`config.mk`:
```
export PLATFORM = sky130hd
export DESIGN_NAME = regfile_writer_flat
export DESIGN_NICKNAME = d
export VERILOG_FILES = /design/src/rtl/regfile_writer_if.sv /design/src/rtl/regfile_writer.sv /design/src/flat_wrapper.sv
export SDC_FILE = /design/constraint.sdc
export NUM_CORES = 1
export LEC_CHECK = 0
export CORE_UTILIZATION = 35
export DETAILED_ROUTE_END_ITERATION = 8
export PLACE_DENSITY = 0.72
export SLEW_MARGIN = 10
export SYNTH_ARGS = -nofsm -noshare
export SYNTH_HDL_FRONTEND = slang
export SYNTH_SLANG_ARGS = --single-unit
```
`constraint.sdc`:
```
create_clock -name clock -period 2.9 [get_ports clock]
set_clock_uncertainty 0.15 [all_clocks]
set_input_delay 0.58 -clock clock [delete_from_list [all_inputs] [get_ports clock]]
set_output_delay 0.58 -clock clock [all_outputs]
set_load 0.02 [all_outputs]
```
`src/rtl/regfile_writer_if.sv`:
```
// regfile_writer_if: write-request handshake between the write-back stage and
// regfile_writer.
//   req_valid  master->slave  request present
//   req_ready  slave->master  request can be accepted this cycle
//   req_reg    master->slave  destination register number (2 bits)
//   req_data   master->slave  write data (DATA_W bits)
interface regfile_writer_if #(
    parameter int unsigned DATA_W = 16
);
    logic              req_valid;
    logic              req_ready;
    logic [1:0]        req_reg;
    logic [DATA_W-1:0] req_data;

    modport master (
        output req_valid,
        output req_reg,
        output req_data,
        input  req_ready
    );

    modport slave (
        input  req_valid,
        input  req_reg,
        input  req_data,
        output req_ready
    );
endinterface

```
`src/rtl/regfile_writer.sv`:
```
// regfile_writer: write-side front end for a 4-entry, DATA_W-bit register file.
// Write requests are accepted over a valid/ready handshake, buffered in an
// in-order queue of DEPTH entries and issued one per cycle through a single
// issue-stage register that drives the register file write port.
//
// Optional feature macro: REGFILE_WRITER_FWD_EN
//   defined     -> rd1/rd2 return the youngest pending write to the selected
//                  register (register 0 reads as zero)
//   not defined -> rd1/rd2 pass rf_rd1/rf_rd2 straight through
//
// Ports:
//   clock, reset        single clock, synchronous active-high reset
//   req                 request handshake (regfile_writer_if.slave)
//   stall               register file must not be written this cycle
//   rf_wr, rf_wd        register file write select / data (issue stage)
//   rf_regwrite         register file write enable
//   rd_sel1, rd_sel2    read selects (also seen by the register file)
//   rf_rd1, rf_rd2      raw register file read data
//   rd1, rd2            forwarded read data
//   busy                any write pending (queued or in issue stage)
module regfile_writer #(
    parameter int unsigned DATA_W = 16,
    parameter int unsigned DEPTH  = 2
) (
    input  logic              clock,
    input  logic              reset,
    regfile_writer_if.slave   req,
    input  logic              stall,
    output logic [1:0]        rf_wr,
    output logic [DATA_W-1:0] rf_wd,
    output logic              rf_regwrite,
    input  logic [1:0]        rd_sel1,
    input  logic [1:0]        rd_sel2,
    input  logic [DATA_W-1:0] rf_rd1,
    input  logic [DATA_W-1:0] rf_rd2,
    output logic [DATA_W-1:0] rd1,
    output logic [DATA_W-1:0] rd2,
    output logic              busy
);

    localparam int unsigned PTR_W = (DEPTH > 1) ? $clog2(DEPTH) : 1;
    localparam int unsigned CNT_W = $clog2(DEPTH + 1);

    typedef struct packed {
        logic [1:0]        rnum;
        logic [DATA_W-1:0] data;
    } entry_t;

    // Issue-stage occupancy; LOADED is the out_valid of the issue register.
    typedef enum logic {
        EMPTY  = 1'b0,
        LOADED = 1'b1
    } state_t;

    state_t           state;
    entry_t           out_q;
    entry_t           q [DEPTH];
    logic [PTR_W-1:0] head;
    logic [PTR_W-1:0] tail;
    logic [CNT_W-1:0] count;

    logic   accept;
    logic   keep;
    logic   have_q;
    logic   push_q;
    logic   pop;
    logic   bypass;
    entry_t entry_in;

    // Handshake and queue control decode.
    always_comb begin
        accept   = req.req_valid & req.req_ready;
        keep     = accept & (req.req_reg != 2'd0);
        have_q   = (count != '0);
        pop      = ~stall & have_q;
        // A kept request joins the queue unless it can go straight to issue.
        push_q   = keep & (stall | have_q);
        bypass   = keep & ~stall & ~have_q;
        entry_in = '{rnum: req.req_reg, data: req.req_data};
    end

    assign req.req_ready = (count < CNT_W'(DEPTH)) & ~reset;

    // Issue stage, pointers and occupancy.
    always_ff @(posedge clock) begin
        if (reset) begin
            state <= EMPTY;
            out_q <= '0;
            head  <= '0;
            tail  <= '0;
            count <= '0;
        end else begin
            if (!stall) begin
                if (pop) begin
                    state <= LOADED;
                    out_q <= q[head];
                    head  <= head + PTR_W'(1);
                end else if (bypass) begin
                    state <= LOADED;
                    out_q <= entry_in;
                end else begin
                    state <= EMPTY;
                end
            end

            if (push_q) begin
                tail <= tail + PTR_W'(1);
            end

            case ({push_q, pop})
                2'b10:   count <= count + CNT_W'(1);
                2'b01:   count <= count - CNT_W'(1);
                default: count <= count;
            endcase
        end
    end

    // Queue storage; contents are only meaningful below count, so no reset.
    always_ff @(posedge clock) begin
        if (push_q) begin
            q[tail] <= entry_in;
        end
    end

    assign rf_wr       = out_q.rnum;
    assign rf_wd       = out_q.data;
    assign rf_regwrite = (state == LOADED) & ~stall;
    assign busy        = (state == LOADED) | have_q;

`ifdef REGFILE_WRITER_FWD_EN
    // Youngest pending write wins: scan issue stage first, then queue head to
    // tail so later matches overwrite earlier ones.
    function automatic logic [DATA_W-1:0] fwd(input logic [1:0]        sel,
                                              input logic [DATA_W-1:0] raw);
        logic [DATA_W-1:0] val;
        logic [PTR_W-1:0]  idx;
        val = raw;
        if ((state == LOADED) && (out_q.rnum == sel)) begin
            val = out_q.data;
        end
        for (int i = 0; i < int'(DEPTH); i++) begin
            idx = head + PTR_W'(i);
            if ((CNT_W'(i) < count) && (q[idx].rnum == sel)) begin
                val = q[idx].data;
            end
        end
        if (sel == 2'd0) begin
            val = '0;
        end
        return val;
    endfunction

    always_comb begin
        rd1 = fwd(rd_sel1, rf_rd1);
        rd2 = fwd(rd_sel2, rf_rd2);
    end
`else
    // Without forwarding the read selects only go to the register file.
    logic unused_sel;
    assign unused_sel = ^{rd_sel1, rd_sel2};

    assign rd1 = rf_rd1;
    assign rd2 = rf_rd2;
`endif

endmodule

```
`src/flat_wrapper.sv`:
```
// flat-port wrapper written by rule: the top's interface ports become plain ports
module regfile_writer_flat 
#(
    parameter int unsigned DATA_W = 16,
    parameter int unsigned DEPTH  = 2
)
  (clock, reset, stall, rf_wr, rf_wd, rf_regwrite, rd_sel1, rd_sel2, rf_rd1, rf_rd2, rd1, rd2, busy, req_req_valid, req_req_reg, req_req_data, req_req_ready);
  regfile_writer_if #(.DATA_W(DATA_W)) req_i ();
  input  logic clock;
  input  logic reset;
  input  logic stall;
  output logic [1:0] rf_wr;
  output logic [DATA_W-1:0] rf_wd;
  output logic rf_regwrite;
  input  logic [1:0] rd_sel1;
  input  logic [1:0] rd_sel2;
  input  logic [DATA_W-1:0] rf_rd1;
  input  logic [DATA_W-1:0] rf_rd2;
  output logic [DATA_W-1:0] rd1;
  output logic [DATA_W-1:0] rd2;
  output logic busy;
  input wire logic [$bits(req_i.req_valid)-1:0] req_req_valid;
  input wire logic [$bits(req_i.req_reg)-1:0] req_req_reg;
  input wire logic [$bits(req_i.req_data)-1:0] req_req_data;
  output wire logic [$bits(req_i.req_ready)-1:0] req_req_ready;
  assign req_i.req_valid = req_req_valid;
  assign req_i.req_reg = req_req_reg;
  assign req_i.req_data = req_req_data;
  assign req_req_ready = req_i.req_ready;
  regfile_writer #(.DATA_W(DATA_W), .DEPTH(DEPTH)) u_core (.clock(clock), .reset(reset), .req(req_i), .stall(stall), .rf_wr(rf_wr), .rf_wd(rf_wd), .rf_regwrite(rf_regwrite), .rd_sel1(rd_sel1), .rd_sel2(rd_sel2), .rf_rd1(rf_rd1), .rf_rd2(rf_rd2), .rd1(rd1), .rd2(rd2), .busy(busy));
endmodule
```
==> results by group, run 1 <==
Timing
  • Setup WS post-layout: 0.3752 ns
  • F_max: 396.1 MHz
  • Tightest Pin Transition: 0.5391 ns
  • Post-route minimum period: 2.525 ns
  • Slew Limit Fails: 0
  • Max-slew headroom: 64.01%
  • Part of the cycle the worst path needs: 87.06%
  • Final setup fails: 0
  • TNS Setup: 0 ns
  • Worst hold margin: 0.3484 ns
  • Final hold viol count: 0
  • RSZ-0062 raised after global routing: false

Layout
  • Reg area: 0.001562 mm2
  • Leading cell type in the layout, fill and taps excluded: clkdlybuf4s50_1
  • Final Non-Filler Cells: 334
  • Area taken by multi-input logic gates: 782.0 um2
  • Final Cell Area: 0.003203 mm2
  • Antenna diodes: 0
  • Area delta synth->final: 18.63%
  • Most frequent cells in the layout: 42 x clkdlybuf4s50_1, 36 x edfxtp_1, 24 x dfxtp_1, 18 x mux2i_1, 16 x a31oi_1
  • # nets final: 289
  • Final Util: 43.46%
  • Share of layout cells above drive strength 1: 17.45%
  • # fillers: 698

Place
  • Cells after DPL: 318
  • I/O Buffers: 42
  • Area after DPL: 0.003015 mm2
  • Setup WS pre-CTS: 0.3531 ns
  • Gpl congestion: 0.7232
  • HPWL Detailed: 3516 um

CTS
  • TritonCTS Buffers: 9
  • Clock transition at the registers of the reported paths: ~0.06 ns
  • CTS Sinks: 60
  • CTS Hold Bufs: 0
  • CTS H-tree depth: 3
  • CTS tree: done
  • Setup Fix Bufs, Post-CTS: 0
  • Clk root buf: clkbuf_8
  • Insertion delay to the later sink of the worst-skew pair: roughly 0.33 ns
  • CTS Buffer Depth: 2
  • PostCTS Resize Cnt: 0

Hold path
  • WHS Path Cells: 2
  • Hold Path Class: flop to flop

Die
  • Ports: 111
  • Die Ht: 89.83 um
  • Core area: 0.007370 mm2
  • Die W: ~90 um
  • Std cell rows: 31
  • Die area: 0.008069 mm2
  • Initial Util: 36.64%

Global route
  • Vias in the first global route: 1,778
  • Gr usage total: 14.28%
  • Global-route wire length before repair: 8811 um
  • Initial antenna violation count: 0
  • Total gr overflow: 0
  • Largest net degree at the start of global routing: 39

Worst setup path
  • Worst setup SP type: input pin
  • Critical path type: input pin to output pin
  • Cell mode on critical path: clkdlybuf4s50_1
  • Cell count of the worst reg-to-reg path: 6
  • Crit-path slowest cell: clkdlybuf4s50_1
  • Slowest stage delay, CP: roughly 0.63 ns
  • Sequence of cells on the critical path: clkdlybuf4s50_1 > nor2_1 > clkdlybuf4s50_1
  • WP data required: 2.17 ns
  • Critical path endpoint category: output pin
  • CP max FO: 3
  • Worst path arrival time: 1.79 ns

Detailed routing
  • Via/cell ratio: 5.063
  • Via count: 1,691
  • Antenna Violating Nets Remaining: 0
  • Average wire per standard cell: 16.13 um
  • DR pass1 iterations: 4
  • Drt initial violations: 79
  • Total wire length: 5389 um
  • DR DRC count: 0

Synth
  • Mapped Cells: 209
  • Synth Cell Area: 0.002700 mm2
  • Post-synth cell types: 28
  • Flops & latches, synth: 60
  • Post-synthesis net count: 268
  • Yosys warns: 0
  • Sequential fraction of the synthesis area: 57.83%
  • Avg Cell Area, Syn: 12.92 um2

Run status
  • Status: complete, no violations

Run
  • Max-cap viol count: 0

Pwr
  • Total Power: 2.333 mW
  • Pleak: 1.032 nW
  • PD cells: between 700 and 800 mW/mm2
  • Max VDD drop: 0.3058 mV
-- where the power goes --
group,switching (mW),total [mW],internal [mW]
Clock,0.302,0.723,0.420
Sequential,0.0571,1.05,0.989
Combinational,0.286,0.564,0.278
-- synthesized netlist by cell type --
master / number / share of area (%)
edfxtp_1: 36 / 40
dfxtp_1: 24 / 18
a221oi_2: 9 / 5.0
o21ai_1: 10 / 1.9
nand4_1: 1 / 0.23
inv_1: 4 / 0.56
buf_6: 5 / 2.1
a221oi_1: 10 / 3.2
or4b_1: 1 / 0.37
xnor2_1: 2 / 0.65
or3_1: 2 / 0.46
buf_2: 6 / 1.1
ha_1: 1 / 0.46
a31o_2: 1 / 0.32
o21ba_2: 1 / 0.37
and2b_2: 1 / 0.32
nand3_1: 1 / 0.19
clkbuf_1: 4 / 0.56
buf_4: 32 / 8.9
o21ai_0: 9 / 1.7
or2_2: 1 / 0.23
nor4b_4: 1 / 0.88
mux2i_1: 18 / 6.7
a21oi_1: 4 / 0.74
a31oi_1: 16 / 3.7
o21a_1: 1 / 0.28
nor2_1: 7 / 0.97
xor2_1: 1 / 0.32
-- routing by layer --
layer	share of wire, %	GRT usage, %	wire length (um)
met1	44	17.65	2345
met3	5.5	3.553	296
met5	0	0	0
met2	48	22.44	2605
met4	2.6	8.743	141
-- sequential cells by signal (all words and copies together) (netlist names), named ones only --
signal        flops
u_core.count      2
u_core.head       1
u_core.q         36
u_core.rf_wd     16
u_core.rf_wr      2
u_core.state      1
u_core.tail       1
-- worst max-delay path, delay by kind of cell --
| kind | cells | cell delay [ns] |
|---|---|---|
| buffers and inverters | 2 | 1.07 |
| AND/OR/NAND/NOR | 1 | 0.14 |
-- final timing paths --
| path | to | from | slack, ns |
|---|---|---|---|
| max | req_req_ready | reset | 0.38 |
| min | u_core.rf_wd[1] | u_core.rf_wd[1] | 0.35 |
| max reg2reg | u_core.count[1] | u_core.count[1] | 1.07 |
| min reg2reg | u_core.rf_wd[1] | u_core.rf_wd[1] | 0.35 |
-- cells by family after synthesis --
group | count (synthesis) | share of synthesized area, %
AO/OA/AOI/OAI | 61 | 17.19
flip-flops | 60 | 57.83
buffers and inverters | 51 | 13.21
multiplexers | 18 | 6.673
AND/OR/NAND/NOR | 15 | 3.661
XOR/XNOR | 3 | 0.9733
adder cells (fa/ha/maj) | 1 | 0.4633
-- area by class of cell --
type | instances | area share (%)
sequential | 60 | 48.75
timing repair buffer | 57 | 16.64
tap | 99 | 3.867
multi-input combinational | 98 | 24.41
inverter | 4 | 0.4688
clock inverter | 2 | 1.094
clock buffer | 14 | 4.766
Note: power is estimated with default switching activity, not from simulation.
==> run 2: changes to the inputs <==
--- a/config.mk
+++ b/config.mk
@@ -5,6 +5,7 @@
 export SDC_FILE = /design/constraint.sdc
 export NUM_CORES = 1
 export LEC_CHECK = 0
+export CORE_MARGIN = 1
 export CORE_UTILIZATION = 35
 export DETAILED_ROUTE_END_ITERATION = 8
 export PLACE_DENSITY = 0.72
==> results of run 2 <==
The final DEF is identical to that of run 1; final timing and power are the same.
==> run 3: changes to the inputs <==
--- a/config.mk
+++ b/config.mk
@@ -6,9 +6,9 @@
 export NUM_CORES = 1
 export LEC_CHECK = 0
 export CORE_MARGIN = 1
-export CORE_UTILIZATION = 35
+export CORE_UTILIZATION = 43
 export DETAILED_ROUTE_END_ITERATION = 8
-export PLACE_DENSITY = 0.72
+export PLACE_DENSITY = 0.85
 export SLEW_MARGIN = 10
 export SYNTH_ARGS = -nofsm -noshare
 export SYNTH_HDL_FRONTEND = slang
==> run 3 against run 2 <==
Total power shrank 1.4%. Largest power group unchanged. Sequential power is essentially flat. Critical endpoint unchanged. Die area shrank 18%.
==> results by group, run 3 (same netlist as run 1, synthesis figures left out) <==
Worst setup path
  • Cell count of the worst reg-to-reg path: 6 (unchanged)
  • Reg2reg end: u_core.count[1]
  • WP data required: 2.17 ns (about the same)
  • R2r startpoint: u_core.count[1]
  • Setup crit start: reset
  • Critical path endpoint category: output pin
  • Slowest stage delay, CP: 0.62 ns (about the same)
  • Crit path max-delay family: buffers and inverters
  • CP max FO: 3 (unchanged)
  • Crit-path slowest cell: clkdlybuf4s50_1
  • Critical path type: input pin to output pin
  • WP buf/inv: 2 (unchanged)
  • R2r setup slk: 1.01 ns (-0.06 ns)
  • Worst path arrival time: 1.79 ns (about the same)
  • Cell mode on critical path: clkdlybuf4s50_1
  • Sequence of cells on the critical path: clkdlybuf4s50_1 > nor2_1 > clkdlybuf4s50_1
  • Worst setup SP type: input pin
  • Critical path depth: 3 (unchanged)

Hold path
  • Min-delay src: u_core.rf_wd[10]
  • WHS Path Cells: 2 (unchanged)
  • Hold Path Class: flop to flop
  • Hold EP: u_core.rf_wd[10]

CTS
  • Setup Fix Bufs, Post-CTS: 0 (unchanged)
  • CTS Hold Bufs: 0 (unchanged)
  • CTS Buffer Depth: 2 (unchanged)
  • Insertion delay to the later sink of the worst-skew pair: 0.32 ns (about the same)
  • PostCTS Resize Cnt: 0 (unchanged)
  • Clock transition at the registers of the reported paths: 0.06 ns (about the same)
  • CTS H-tree depth: 3 (unchanged)
  • TritonCTS Buffers: 9 (unchanged)
  • Clk root buf: clkbuf_8
  • CTS tree: done
  • CTS Sinks: 60 (unchanged)

Place
  • Setup WS pre-CTS: 0.2638 ns (-0.08928 ns)
  • Gpl congestion: 0.7583 (+4.9%)
  • HPWL Detailed: 3753 um (+6.7%)
  • I/O Buffers: 42 (unchanged)
  • Area after DPL: 0.002985 mm2 (-1.0%)

Detailed routing
  • Via/cell ratio: 5.713 (+13%)
  • Total wire length: 5568 um (+3.3%)
  • DR DRC count: 0 (unchanged)
  • Via count: 1,771 (+4.7%)
  • Drt initial violations: 143 (+81%)
  • DR pass1 iterations: 4 (unchanged)
  • Average wire per standard cell: 17.96 um (+11%)
  • Antenna Violating Nets Remaining: 0 (unchanged)

Layout
  • Share of layout cells above drive strength 1: 16.60% (-0.85 points)
  • Number of flip-flops in the largest register: 36 (unchanged)
  • # fillers: 486 (-30%)
  • Area delta synth->final: 17.10%
  • Antenna diodes: 0 (unchanged)
  • Largest Register: u_core.q
  • Most frequent cells in the layout: 42 x clkdlybuf4s50_1, 36 x edfxtp_1, 24 x dfxtp_1, 18 x mux2i_1, 16 x a31oi_1
  • # nets final: 289 (unchanged)
  • Final Cell Area: 0.003162 mm2 (-1.3%)
  • Leading cell type in the layout, fill and taps excluded: clkdlybuf4s50_1

Global route
  • Vias in the first global route: 1,818 (+2.2%)
  • Largest net degree at the start of global routing: 39 (unchanged)
  • Total gr overflow: 0 (unchanged)
  • Initial antenna violation count: 0 (unchanged)
  • Global-route wire length before repair: 8894 um (+0.94%)
  • Gr usage total: 18.61% (+4.3 points)

Timing
  • F_max: 396.7 MHz (+0.16%)
  • TNS Setup: 0 ns (unchanged)
  • Setup WS post-layout: 0.3793 ns (+0.004093 ns)
  • Part of the cycle the worst path needs: 86.92% (-0.14 points)
  • RSZ-0062 raised after global routing: false
  • Final hold viol count: 0 (unchanged)
  • Post-route minimum period: 2.521 ns (-0.004093 ns)
  • Tightest Pin Transition: 0.6393 ns (+0.1003 ns)
  • Final setup fails: 0 (unchanged)
  • Slew Limit Fails: 0 (unchanged)
  • Max-slew headroom: 57.32% (-6.7 points)

Run status
  • Status: complete, no violations

Die
  • Std cell rows: 28 (-9.7%)
  • Core area: 0.005991 mm2 (-19%)
  • Ports: 111 (unchanged)
  • Initial Util: 45.07% (+8.4 points)
  • Die Ht: 81.24 um (-9.6%)
  • Die W: 81.24 um (-9.6%)
  • Die area: 0.006600 mm2 (-18%)

Pwr
  • Max VDD drop: 0.3202 mV (+4.7%)
  • Pleak: 1.024 nW (-0.80%)
  • PD cells: 727.7 mW/mm2 (about the same)

Run
  • Max-cap viol count: 0 (unchanged)
## run 3: cell count changes in the layout (fill, tap and decap cells not counted), sizes merged
cell / change
clkbuf: -1
clkinv: +1
## run 3: metal layers
layer,track usage (%),wire length [um],vias up
li1,-,-,815
met1,22.17,2262,860
met2,30.08,2756,78
met3,5.955,425,18
met4,9.464,124,0
met5,0,0,-
## run 3: stage by stage
stage	hold WS (ns)	utilization, %	std cells	total power [mW]
global placement	0.3346	49.83	294	1.615
global route	0.3820	52.78	310	2.411
finish	0.3433	52.78	310	2.301
CTS	0.3465	52.78	310	2.317
detailed placement	0.3386	49.83	294	1.637
floorplan	0.3313	-	209	1.475
## run 3: cell type report
class | count | area, um2 | share of cell area [%]
clock inverters | 3 | 37.54 | 1.187
inverters | 4 | 15.01 | 0.4749
well taps | 75 | 93.84 | 2.968
multi-input cells | 98 | 782.0 | 24.73
repair buffers | 57 | 533.0 | 16.86
clock buffers | 13 | 138.9 | 4.393
flip-flops and latches | 60 | 1562 | 49.39
## run 3: tightest hold or removal path: stages (launching register included)
cell and delay [ns]:
dfxtp_1 0.30, o21ai_0 0.06, a221oi_1 0.07
## run 3: how the worst max path moves through the flow
stage                                 end
final                       req_req_ready
after global routing        req_req_ready
after CTS                   req_req_ready
after detailed placement  u_core.count[1]
after global placement    u_core.count[1]
after floorplan            u_core.q[1][0]
## run 3: where the power goes
group          internal, mW  total (mW)  switching (mW)
combinational         0.279       0.572           0.293
sequential            0.989        1.05          0.0585
clock                 0.393       0.681           0.289
